[config.mk]
export PLATFORM = sky130hd
export DESIGN_NAME = fetch_ctrl
export DESIGN_NICKNAME = d
export VERILOG_FILES = /design/src/rtl/fetch_pkg.sv /design/src/rtl/fetch_perf_cnt.sv /design/src/rtl/fetch_ctrl.sv
export SDC_FILE = /design/constraint.sdc
export NUM_CORES = 1
export LEC_CHECK = 0
export CORE_MARGIN = 3
export CORE_UTILIZATION = 35
export CTS_CLUSTER_SIZE = 28
export DETAILED_ROUTE_END_ITERATION = 10
export GPL_TIMING_DRIVEN = 0
export PLACE_DENSITY = 0.81
export SLEW_MARGIN = 15
export SYNTH_ARGS = -nofsm -noshare
export SYNTH_HDL_FRONTEND = slang
export SYNTH_SLANG_ARGS = --single-unit
[constraint.sdc]
create_clock -name clk -period 1.6 [get_ports clk]
set_input_delay 0.4 -clock clk [delete_from_list [all_inputs] [get_ports clk]]
set_output_delay 0.4 -clock clk [all_outputs]
set_load 0.005 [all_outputs]
[src/rtl/fetch_pkg.sv]
// rtl/fetch_pkg.sv - shared state encoding and default widths for the fetch controller
// Contents:
//   fetch_state_e  : controller FSM states
//   FETCH_ADDR_W   : default PC / instruction-memory address width
//   FETCH_DATA_W   : default instruction word width
//   FETCH_CNT_W    : default performance counter width (FETCH_PERF_EN builds)
package fetch_pkg;

  typedef enum logic [1:0] {
    IDLE  = 2'd0,
    REQ   = 2'd1,
    VALID = 2'd2,
    DROP  = 2'd3
  } fetch_state_e;

  localparam int unsigned FETCH_ADDR_W = 32;
  localparam int unsigned FETCH_DATA_W = 32;
  localparam int unsigned FETCH_CNT_W  = 32;

endpackage

[src/rtl/fetch_perf_cnt.sv]
// rtl/fetch_perf_cnt.sv - pair of wrapping event counters for fetch performance monitoring
// Ports:
//   clk, rst            : clock, synchronous active-high reset
//   fetch_inc           : count one consumed instruction this cycle
//   stall_inc           : count one memory wait cycle this cycle
//   fetch_cnt/stall_cnt : current counts, wrap modulo 2^CNT_W
module fetch_perf_cnt
  import fetch_pkg::*;
#(
  parameter int unsigned CNT_W = FETCH_CNT_W
) (
  input  logic             clk,
  input  logic             rst,
  input  logic             fetch_inc,
  input  logic             stall_inc,
  output logic [CNT_W-1:0] fetch_cnt,
  output logic [CNT_W-1:0] stall_cnt
);

  logic [CNT_W-1:0] fetch_cnt_q, fetch_cnt_d;
  logic [CNT_W-1:0] stall_cnt_q, stall_cnt_d;

  always_comb begin
    fetch_cnt_d = fetch_cnt_q;
    stall_cnt_d = stall_cnt_q;
    if (fetch_inc) fetch_cnt_d = fetch_cnt_q + 1'b1;
    if (stall_inc) stall_cnt_d = stall_cnt_q + 1'b1;
  end

  always_ff @(posedge clk) begin
    if (rst) begin
      fetch_cnt_q <= '0;
      stall_cnt_q <= '0;
    end else begin
      fetch_cnt_q <= fetch_cnt_d;
      stall_cnt_q <= stall_cnt_d;
    end
  end

  assign fetch_cnt = fetch_cnt_q;
  assign stall_cnt = stall_cnt_q;

endmodule

[src/rtl/fetch_ctrl.sv]
// rtl/fetch_ctrl.sv - instruction fetch controller between the PC register and decode
// Optional feature macro: FETCH_PERF_EN (adds perf_fetch_cnt / perf_stall_cnt)
// Ports:
//   clk, rst                  : clock, synchronous active-high reset
//   pc_in                     : current PC from the PC register
//   pc_ena                    : PC register enable, (inst_valid & inst_ready) | flush
//   flush                     : redirect, drops fetched or in-flight instruction
//   imem_req/imem_addr        : level read request and its registered address
//   imem_ack/imem_rdata       : one-cycle response strobe and data
//   inst_valid/inst_out/inst_pc/inst_ready : handshake towards decode
//   perf_fetch_cnt/perf_stall_cnt : event counters (FETCH_PERF_EN only)
module fetch_ctrl
  import fetch_pkg::*;
#(
  parameter int unsigned ADDR_W = FETCH_ADDR_W,
  parameter int unsigned DATA_W = FETCH_DATA_W
`ifdef FETCH_PERF_EN
  ,
  parameter int unsigned CNT_W  = FETCH_CNT_W
`endif
) (
  input  logic              clk,
  input  logic              rst,
  input  logic [ADDR_W-1:0] pc_in,
  output logic              pc_ena,
  input  logic              flush,
  output logic              imem_req,
  output logic [ADDR_W-1:0] imem_addr,
  input  logic              imem_ack,
  input  logic [DATA_W-1:0] imem_rdata,
  output logic              inst_valid,
  output logic [DATA_W-1:0] inst_out,
  output logic [ADDR_W-1:0] inst_pc,
  input  logic              inst_ready
`ifdef FETCH_PERF_EN
  ,
  output logic [CNT_W-1:0]  perf_fetch_cnt,
  output logic [CNT_W-1:0]  perf_stall_cnt
`endif
);

  fetch_state_e      state_q, state_d;
  logic              imem_req_q, imem_req_d;
  logic [ADDR_W-1:0] imem_addr_q, imem_addr_d;
  logic              inst_valid_q, inst_valid_d;
  logic [DATA_W-1:0] inst_out_q, inst_out_d;
  logic [ADDR_W-1:0] inst_pc_q, inst_pc_d;

  // REQ is entered on the same edge that updates the PC register, so the
  // first REQ cycle (imem_req_q=0) samples the settled pc_in and raises the
  // request; a flush in that cycle moves the PC again, so issue is deferred.
  always_comb begin
    state_d      = state_q;
    imem_req_d   = imem_req_q;
    imem_addr_d  = imem_addr_q;
    inst_valid_d = inst_valid_q;
    inst_out_d   = inst_out_q;
    inst_pc_d    = inst_pc_q;
    case (state_q)
      IDLE: state_d = REQ;
      REQ: begin
        if (!imem_req_q) begin
          if (!flush) begin
            imem_req_d  = 1'b1;
            imem_addr_d = pc_in;
          end
        end else if (imem_ack) begin
          imem_req_d = 1'b0;
          if (!flush) begin
            inst_out_d   = imem_rdata;
            inst_pc_d    = imem_addr_q;
            inst_valid_d = 1'b1;
            state_d      = VALID;
          end
        end else if (flush) begin
          // The request cannot be withdrawn; wait out its ack in DROP.
          state_d = DROP;
        end
      end
      DROP: begin
        if (imem_ack) begin
          imem_req_d = 1'b0;
          state_d    = REQ;
        end
      end
      VALID: begin
        if (flush || inst_ready) begin
          inst_valid_d = 1'b0;
          state_d      = REQ;
        end
      end
      default: state_d = IDLE;
    endcase
  end

  always_ff @(posedge clk) begin
    if (rst) begin
      state_q      <= IDLE;
      imem_req_q   <= 1'b0;
      imem_addr_q  <= '0;
      inst_valid_q <= 1'b0;
      inst_out_q   <= '0;
      inst_pc_q    <= '0;
    end else begin
      state_q      <= state_d;
      imem_req_q   <= imem_req_d;
      imem_addr_q  <= imem_addr_d;
      inst_valid_q <= inst_valid_d;
      inst_out_q   <= inst_out_d;
      inst_pc_q    <= inst_pc_d;
    end
  end

  assign pc_ena     = (inst_valid_q & inst_ready) | flush;
  assign imem_req   = imem_req_q;
  assign imem_addr  = imem_addr_q;
  assign inst_valid = inst_valid_q;
  assign inst_out   = inst_out_q;
  assign inst_pc    = inst_pc_q;

`ifdef FETCH_PERF_EN
  fetch_perf_cnt #(
    .CNT_W(CNT_W)
  ) u_perf (
    .clk      (clk),
    .rst      (rst),
    .fetch_inc(inst_valid_q & inst_ready & ~flush),
    .stall_inc(imem_req_q & ~imem_ack),
    .fetch_cnt(perf_fetch_cnt),
    .stall_cnt(perf_stall_cnt)
  );
`endif

endmodule

==> summary by stage <==
Logic synthesis
After synthesis, the cell types taking the most area are dfxtp_1, nand2_1, mux2i_1. Counting every instance in the synthesized netlist gives 441. Synthesis instantiated 22 different standard cells from the library. The synthesized netlist occupies a cell area of 3920 sq um.

The leading area contributor after synthesis is dfxtp_1. The Yosys step of the flow raised 0 warnings. The flip-flop and latch count after synthesis is 100. The average size of a mapped cell is 8.88 sq um. The share of Yosys cell area claimed by the top area cell type is 51.1%. The sequential fraction of the synthesis area is 51.1%. Counting every net in the synthesized netlist gives 510.

Drt
The detailed-route vias per instance is 4.72. The final route contains 3661 vias. The detailed-route wire length is 11600 um. The DRC violations left is 0. The detailed router finished its first iteration with 202 violations. The number of search-and-repair iterations in the first detailed-routing pass is 4. The count of nets left with antenna violations once routing finished came out at 0. After detailed routing, the average wire length per cell comes to 15.0 um.

Critical path
The critical path's largest stage delay is 0.49 ns. The category of the critical setup timing path is reg -> out. The maximum net fanout on the critical path is 2. The number of buffers and inverters on the critical path is 1.

At the worst endpoint, the arrival time is 1.17 ns. The critical path's top delay family is buffers and inverters. The endpoint class of the critical path is an output pin. The critical path goes through clkdlybuf4s50_1. The startpoint type of the worst setup path is a register. The required arrival time at the worst endpoint is 1.20 ns. Among all stages on the critical path, the largest delay is contributed by clkdlybuf4s50_1.

Global routing
For this run, the total global-route usage over all layers was measured as 18.0%. The global-route met2 utilization is 32.3%. For this run, global-route usage on met1 was measured as 20.8%. The global-route wire length before repair is 18500 um.

The layer flagged by global routing as most heavily used is met2. Summed over all layers, the global routing overflow is 0. The initial antenna violation count came to 0. Entering global routing, the biggest net connects 17 pins.

Global routing used 5.27% of the available met3 tracks. The number of global-route vias before repair is 3766.

Floorplanning
The initial core utilization is 36.9%. The height of the die is 112 um. The number of top-level pins is 168. The die covers 12500 sq um. The row count is 37. The standard cell core area is 10600 sq um. From left edge to right edge, the die measures 112 um.

Clocking
The clock tree from TritonCTS is built. For the worst-skew pair, the clock arrives at the later sink with an insertion delay of 0.35 ns. The number of buffers inserted by hold repair at cts is 0. The longest clock path from root to sink contains 2 buffers. The total clock buffers created by CTS is 9.

The count of clock tree sinks is 100. The clock-pin slew on the worst setup and hold paths is 0.09 ns. The root cell of the clock tree is clkbuf_8.

The H-tree level count is 3.

Power and ir drop
The overall power is 4.82 mW. The power density over cell area is 789 nW/um^2. For this design the static power due to leakage is 2.82 nW.

Across the VDD grid, the largest voltage drop is 531 uV.

Run
The tool flagged a number of max-cap violations equal to 0.

STA
The tightest hold path in the finished design has a slack of 0.415 ns. In this run the tightest slew margin relative to its limit is 69.0%. The number of hold violations in the final report is 0. At the pin with the least slew margin, the transition time is 0.465 ns.

The total negative slack is 0 ns. The final critical path takes up 98.1% of the cycle. The maximum achievable frequency is 0.637 GHz. Setup repair after global routing left no endpoint under its margin.

Clock skew on the completed layout was measured at 0.0105 ns. Setup slack on the critical path of the routed design comes to 0.0310 ns. Setup violations remaining at the end of the flow were counted as 0. The final period demand of the worst path is 1.57 ns. The number of max-slew violations in the final report is 0.

Place
The detailed-placement wirelength estimate is 8470 um. Input and output buffers added on the ports amount to 165. The congestion estimate from routability-driven global placement came to 0.828. Timing analysis after detailed placement gives a worst setup slack of -0.459 ns. Once placement completed, the tool counted placed cells totaling 742.

Cells and area
The share of post-route cells with drive strength above 1 is 18.8%. The net count reported at finish is 705. In the layout the commonest cells are nand2_1, dlygate4sd2_1, clkdlybuf4s50_1.

The count of non-filler cells in the finished layout is 776. Leaving out fill and tap cells, the most frequent cell in the layout is nand2_1. The synthesis-to-layout area growth is 55.9%. 0 antenna diodes ended up in the layout.

Run status
The run finished with clean final reports.

Worst hold path
In this run the worst hold path is classified as in -> reg.
-- power breakdown --
part / switching, mW / internal [mW] / total, mW
clock network: 0.861 / 0.816 / 1.68
logic: 0.243 / 0.307 / 0.550
registers: 0.0402 / 2.55 / 2.59
total: 1.14 / 3.67 / 4.82
-- cell families after synthesis --
kind of cell	share of synthesized area, %
buffers and inverters	6.17
and+or+nand+nor	21.2
muxes	16.4
DFF	51.1
AOI/OAI and AO/OA	5.18
-- area by class of cell --
type / instances / area (sq um)
Multi-Input combinational cell: 306 / 1680
Clock buffer: 11 / 151
Inverter: 2 / 7.51
Clock inverter: 4 / 56.3
Tap cell: 136 / 170
Sequential cell: 100 / 2080
Timing Repair Buffer: 184 / 1720
Buffer: 33 / 238
Fill cell: 1002 / 4500
-- registers in the layout, indices dropped and copies added (netlist names) --
signal	flops
imem_addr	32
imem_req	1
inst_out	32
inst_pc	32
inst_valid	1
state_q	2
-- stage by stage --
stage / utilization (%) / area, sq um
2_1_floorplan: - / 3920
3_3_place_gp: 54.1 / 5740
3_5_place_dp: 54.1 / 5740
4_1_cts: 57.0 / 6040
5_1_grt: 57.6 / 6100
6_report: 57.6 / 6100
-- synthesized netlist by cell type, drive strengths merged --
| cell | instances |
|---|---|
| nor2 | 2 |
| a21oi | 34 |
| inv | 2 |
| nand4b | 1 |
| o221a | 1 |
| nand3b | 1 |
| nor4b | 2 |
| o31ai | 1 |
| dfxtp | 100 |
| buf | 16 |
| nand2 | 195 |
| mux2i | 64 |
| or4b | 1 |
| and4b | 1 |
| o31a | 1 |
| nand2b | 1 |
| clkbuf | 17 |
| o21ai | 1 |
-- final timing paths --
kind	startpoint	end	slack, ns	cells after the start
max	inst_out[20]	inst_out[20]	0.03	1
min reg2reg	inst_out[15]	inst_out[15]	0.46	2
max reg2reg	imem_req	imem_addr[22]	0.10	5
min	flush	state_q[0]	0.42	3
-- routing by layer --
| layer | vias to the layer above | wire length [um] |
|---|---|---|
| met3 | 12 | 806 |
| met2 | 119 | 5840 |
| li1 | 1811 | - |
| met4 | 0 | 129 |
| met1 | 1719 | 4850 |
| met5 | - | 0 |
-- worst min-delay path: stages --
cell	delay [ns]
buf_2	0.16
inv_1	0.10
a21oi_1	0.07
-- what timing repair did --
action                                  CTS  global route
endpoints found under the setup margin  137            81
pin swaps                                 1             1
hold endpoints to repair                  0             0
gates resized for setup                 147            23
setup buffers                            16             3
Power figures use the tool's default switching activity.
